**src/rtl/complex_pkg.sv**
```systemverilog
// complex_pkg: shared types and helpers for the signed fixed-point complex datapath.
// A complex value is packed {re, im}: real in the MSB half, imag in the LSB half.
// The optional saturating build is selected by COMPLEX_ADDER_SATURATE_EN (see signed_add_ovf).
package complex_pkg;

    // Width of each real/imag component.
    localparam int CPLX_DW = 16;

    // Packed complex word; field order matches the {real, imag} bus layout.
    typedef struct packed {
        logic signed [CPLX_DW-1:0] re;
        logic signed [CPLX_DW-1:0] im;
    } complex_t;

    // Saturation limits for one component.
    localparam logic signed [CPLX_DW-1:0] CPLX_MAX = {1'b0, {(CPLX_DW-1){1'b1}}};
    localparam logic signed [CPLX_DW-1:0] CPLX_MIN = {1'b1, {(CPLX_DW-1){1'b0}}};

    // Split a packed bus word into its components.
    function automatic complex_t cplx_unpack(input logic [2*CPLX_DW-1:0] w);
        complex_t c;
        c.re = w[2*CPLX_DW-1:CPLX_DW];
        c.im = w[CPLX_DW-1:0];
        return c;
    endfunction

    // Join components back into a packed bus word.
    function automatic logic [2*CPLX_DW-1:0] cplx_pack(input complex_t c);
        return {c.re, c.im};
    endfunction

endpackage

```
**src/rtl/signed_add_ovf.sv**
```systemverilog
// signed_add_ovf: combinational DW-bit two's-complement add with overflow detect.
// Overflow: both operands share a sign and the DW-bit result sign differs.
// Default build wraps; with COMPLEX_ADDER_SATURATE_EN defined the result clamps
// to the positive or negative limit on overflow. ovf is reported in both builds.
module signed_add_ovf #(
    parameter int DW = 16
) (
    input  logic [DW-1:0] x,
    input  logic [DW-1:0] y,
    output logic [DW-1:0] sum,
    output logic          ovf
);

    localparam logic [DW-1:0] POS_LIMIT = {1'b0, {(DW-1){1'b1}}};
    localparam logic [DW-1:0] NEG_LIMIT = {1'b1, {(DW-1){1'b0}}};

    logic [DW:0]   full_sum;
    logic [DW-1:0] wrap_sum;

    // Sign-extended full-precision sum, then overflow from operand/result signs.
    always_comb begin
        full_sum = {x[DW-1], x} + {y[DW-1], y};
        wrap_sum = full_sum[DW-1:0];
        ovf      = (x[DW-1] == y[DW-1]) && (wrap_sum[DW-1] != x[DW-1]);
    end

`ifdef COMPLEX_ADDER_SATURATE_EN
    // Clamp toward the operands' common sign when the result overflowed.
    always_comb begin
        sum = wrap_sum;
        if (ovf) begin
            sum = x[DW-1] ? NEG_LIMIT : POS_LIMIT;
        end
    end
`else
    // Two's-complement wrap: keep the low DW bits.
    always_comb begin
        sum = wrap_sum;
    end

    // Limits are only used by the saturating build.
    logic unused_limits;
    assign unused_limits = ^{POS_LIMIT, NEG_LIMIT};
`endif

endmodule

```
**src/rtl/complex_adder.sv**
```systemverilog
// complex_adder: registered adder for packed signed complex operands {re, im}.
// One result per cycle, latency one clock, no backpressure.
// Handshake: in_valid=1 at a rising edge captures a/b; after that edge
// out_valid=1 and c/ovf_real/ovf_imag carry the sum. in_valid=0 at an edge
// gives out_valid=0 and leaves c and the flags unchanged. rst (synchronous,
// active-high) wins over in_valid and clears all outputs.
// Build option: COMPLEX_ADDER_SATURATE_EN selects saturating lanes.
module complex_adder
    import complex_pkg::*;
#(
    parameter int DW = CPLX_DW
) (
    input  logic            clk,
    input  logic            rst,
    input  logic            in_valid,
    input  logic [2*DW-1:0] a,
    input  logic [2*DW-1:0] b,
    output logic [2*DW-1:0] c,
    output logic            out_valid,
    output logic            ovf_real,
    output logic            ovf_imag
);

    complex_t a_c;
    complex_t b_c;
    complex_t sum_c;
    logic     ovf_re_d;
    logic     ovf_im_d;

    complex_t c_q;
    logic     valid_q;
    logic     ovf_re_q;
    logic     ovf_im_q;

    // Unpack the bus words into components.
    always_comb begin
        a_c = cplx_unpack(a);
        b_c = cplx_unpack(b);
    end

    signed_add_ovf #(.DW(DW)) u_lane_re (
        .x   (a_c.re),
        .y   (b_c.re),
        .sum (sum_c.re),
        .ovf (ovf_re_d)
    );

    signed_add_ovf #(.DW(DW)) u_lane_im (
        .x   (a_c.im),
        .y   (b_c.im),
        .sum (sum_c.im),
        .ovf (ovf_im_d)
    );

    // Output register: capture on in_valid, hold otherwise, clear on reset.
    always_ff @(posedge clk) begin
        if (rst) begin
            c_q      <= '0;
            valid_q  <= 1'b0;
            ovf_re_q <= 1'b0;
            ovf_im_q <= 1'b0;
        end else begin
            valid_q <= in_valid;
            if (in_valid) begin
                c_q      <= sum_c;
                ovf_re_q <= ovf_re_d;
                ovf_im_q <= ovf_im_d;
            end
        end
    end

    assign c         = cplx_pack(c_q);
    assign out_valid = valid_q;
    assign ovf_real  = ovf_re_q;
    assign ovf_imag  = ovf_im_q;

endmodule

```
**config.mk**
```make
export PLATFORM = sky130hd
export DESIGN_NAME = complex_adder
export DESIGN_NICKNAME = d
export VERILOG_FILES = /design/src/rtl/complex_pkg.sv /design/src/rtl/signed_add_ovf.sv /design/src/rtl/complex_adder.sv
export SDC_FILE = /design/constraint.sdc
export NUM_CORES = 1
export LEC_CHECK = 0
export ABC_AREA = 1
export ABC_CLOCK_PERIOD_IN_PS = 4400
export CAP_MARGIN = 10
export CELL_PAD_IN_SITES_DETAIL_PLACEMENT = 2
export CELL_PAD_IN_SITES_GLOBAL_PLACEMENT = 2
export CORE_MARGIN = 2
export CORE_UTILIZATION = 26
export CTS_BUF_LIST = sky130_fd_sc_hd__clkbuf_8
export DETAILED_ROUTE_END_ITERATION = 10
export PLACE_DENSITY = 0.95
export SLEW_MARGIN = 10
export SYNTH_ARGS = -nofsm -noshare
export SYNTH_HDL_FRONTEND = slang
export SYNTH_HIERARCHICAL = 1
export SYNTH_SLANG_ARGS = --single-unit
```
**constraint.sdc**
```tcl
create_clock -name clk -period 4.4 [get_ports clk]
set_input_delay 1.32 -clock clk [delete_from_list [all_inputs] [get_ports clk]]
set_output_delay 1.32 -clock clk [all_outputs]
set_load 0.01 [all_outputs]
```
==> results by group <==
Synthesis
  • Mapped Nets: 682
  • Synth top cells by count: 224 x nand2_1, 105 x inv_1, 93 x nor2_1, 35 x dfxtp_1, 30 x ha_1
  • Post-Synth Simple-Gate Area: 45.70%
  • Largest family of logic cells by synthesized area: simple AND/OR/NAND/NOR gates
  • Most common cell in the netlist: nand2_1
  • Most used DFF post-synth: dfxtp_1
  • Netlist cell types: 24
  • Mux contribution to synthesized area: 0%
  • Top post-synthesis cells by area: nand2_1 25%, dfxtp_1 21%, inv_1 12%, ha_1 11%, nor2_1 11%
  • Compound-cell area share of the yosys netlist: 2.336%
  • Post-Synthesis Cells: 583
  • Async SR Flop Fraction: 0%
  • Synthesis-stage register bit count: 35
  • Top cell type's share of synthesized area: 25.32%
  • Xor/xnor share of the synthesized area: 3.693%
  • Post-Synth Adder-Cell Area: 12.51%
  • Register area share after synthesis: 21.10%
  • EDFF count, synth: 0
  • Yosys warnings: 6
  • Mean Syn Cell Area: 5.696 sq um
  • Cell taking the most area after synthesis: nand2_1
  • Mapped cell area: 0.003321 sq mm

Placed design
  • Pre-CTS setup slack: 0.9546 ns
  • I/O Buffers: 101
  • GPL Wtd Cong: 0.7891
  • Dpl hpwl: 10020 um

Floorplanning
  • Die Span X: 117.0 um
  • Starting Density: 26.42%
  • Die ar.: 0.01369 sq mm
  • Boundary pin count: 102
  • Core ar.: 0.01257 sq mm
  • Site Rows: 41
  • Die height: 117.0 um

Timing
  • Setup-failing EPs final: 0
  • Min cycle time layout: 3.113 ns
  • Setup TNS: 0 ns
  • Headroom to the max-slew limit: 22.33%
  • Pins Over Slew Limit: 0
  • Fmax: 321.2 MHz
  • Worst Setup Slack, final: 1.287 ns
  • Final Skew: 0 ns
  • Hold Fails Final Rpt: 0
  • Slew @ Worst Pin: 1.165 ns
  • Tcrit/Tclk final: 70.75%
  • RSZ-0062 raised after global routing: no

Global routing
  • Global-route wire length before repair: 19150 um
  • GRT Util Overall: 17.56%
  • Vias in the first global route: 4263
  • Gr ovfl total: 0
  • Largest net degree at the start of global routing: 70
  • Initial antenna violation count: 0

Pwr
  • Pwr dens: 241.9 mW/mm^2
  • Final Power: 1.101 mW
  • Leakage: 2.535 nW
  • Max VDD drop: 0.00009944 V

Clocking
  • CTS buffer count: 5
  • Clock Sinks: 35
  • Worst-path clk slew: 0.08 ns
  • Post-CTS sizing: 0
  • H-tree levels: 2
  • Clk Latency, worst-skew pair: 0.29 ns
  • Post-CTS Hold Buffers: 0
  • Clock Root Buffer: clkbuf_8
  • Clock Path Buffers: 2
  • # Post-CTS Setup Buffers: 0
  • CTS tree: done

Critical path
  • CP delay by family, top: simple AND/OR/NAND/NOR gates
  • Crit-path cells: clkdlybuf4s50_1, ha_1, fa_1, nand2_1, nand2_1, and2_4, nand3_1, nand3_1, nand2_1, nand2_1, inv_1, nand2_1, nand2_1, nor2_1
  • Crit-path most repeated cell: nand2_1
  • Critical path peak fanout: 3
  • Buffers and inverters on the worst path: 2
  • CP endpoint kind: flop
  • Largest stage delay on the critical path: 0.42 ns
  • Crit path launch type: primary input
  • CP required: 4.59 ns
  • CP Data Arrival Time: 3.30 ns
  • Crit Path Class: in -> reg
  • Critical-path top delay cell: clkdlybuf4s50_1

Finish
  • Layout cell share with drive strength beyond 1: 5.140%
  • Nets: 779
  • P&R area growth vs syn: 37.08%
  • Ant diodes: 0

Routing
  • DRC: 0
  • Drt initial violations: 73
  • Final WL: 11480 um
  • WL per Instance: 13.45 um
  • Vias per cell: 4.383
  • 1st-pass router iterations: 4
  • Via Count: 3739
  • Antenna-violating nets left: 0

Min path
  • Worst Hold Class: reg -> reg

Status
  • Status: completed

Job
  • Max cap viols: 0
-- tightest hold or removal path: stages (launching register included) --
cell     delay [ns]
dfxtp_1        0.31
nor2_1         0.08
nor2_1         0.05
-- per-layer routing --
metal,share of wire (%),wire length (um),global-route usage (%)
met1,41,4686,18.86
met2,55,6265,35.76
met3,2.8,325,1.648
met4,1.7,197,5.255
met5,0,0,0
-- power breakdown --
part	leakage (nW)	total [mW]	internal (mW)	switching (mW)
Combinational	2.20	0.505	0.226	0.279
Clock	0.0477	0.231	0.108	0.123
Sequential	0.291	0.365	0.347	0.0184
-- registers in the layout, summed over array words and instances, names as in the netlist --
name,cells
out_valid,1
c,32
ovf_imag,1
ovf_real,1
-- through the flow --
stage | area (sq um) | instances | utilization, % | hold WS, ns
global route | 4552 | 853 | 36.22 | 0.4982
global placement | 4468 | 845 | 35.55 | 0.4601
floorplan | 3321 | 583 | - | 0.4924
detailed placement | 4468 | 845 | 35.55 | 0.4679
finish | 4552 | 853 | 36.22 | 0.4759
CTS | 4552 | 853 | 36.22 | 0.4779
-- area by class of cell --
class                      count  area [sq um]
multi-input combinational    427          2133
tap                          172         215.2
sequential                    35         700.7
timing repair buffer         101          1006
clock inverter                 3         15.01
fill                        1588          8016
inverter                     110         412.9
clock buffer                   5         68.82
-- cell usage in the layout, fill, tap and decap left out, drive strengths merged, types with 5 or more instances in the layout --
cell and n:
nor2 93, ha 30, inv 109, nor3 6
nand2 236, clkdlybuf4s50 100, a21oi 14, nand3 20
xor2 12, clkbuf 5, dfxtp 35
-- cells by family (layout without fill, tap and decap cells) --
kind of cell             after synthesis  count (layout)
AO/OA/AOI/OAI                         14              14
adder cells (fa/ha/maj)               32              32
AND/OR/NAND/NOR                      367             367
buffers and inverters                121             219
XOR/XNOR                              14              14
flip-flops                            35              35
-- path summary, 6_finish.rpt --
kind,start,endpoint,slack [ns],depth (start not counted)
max,b[0],c[12]$_SDFFE_PP0P_,1.29,14
min,ovf_imag$_SDFFE_PP0P_,ovf_imag$_SDFFE_PP0P_,0.48,2
max reg2reg,c[2]$_SDFFE_PP0P_,c[2]$_SDFFE_PP0P_,3.76,2
min reg2reg,ovf_imag$_SDFFE_PP0P_,ovf_imag$_SDFFE_PP0P_,0.48,2
Power figures use the tool's default switching activity.
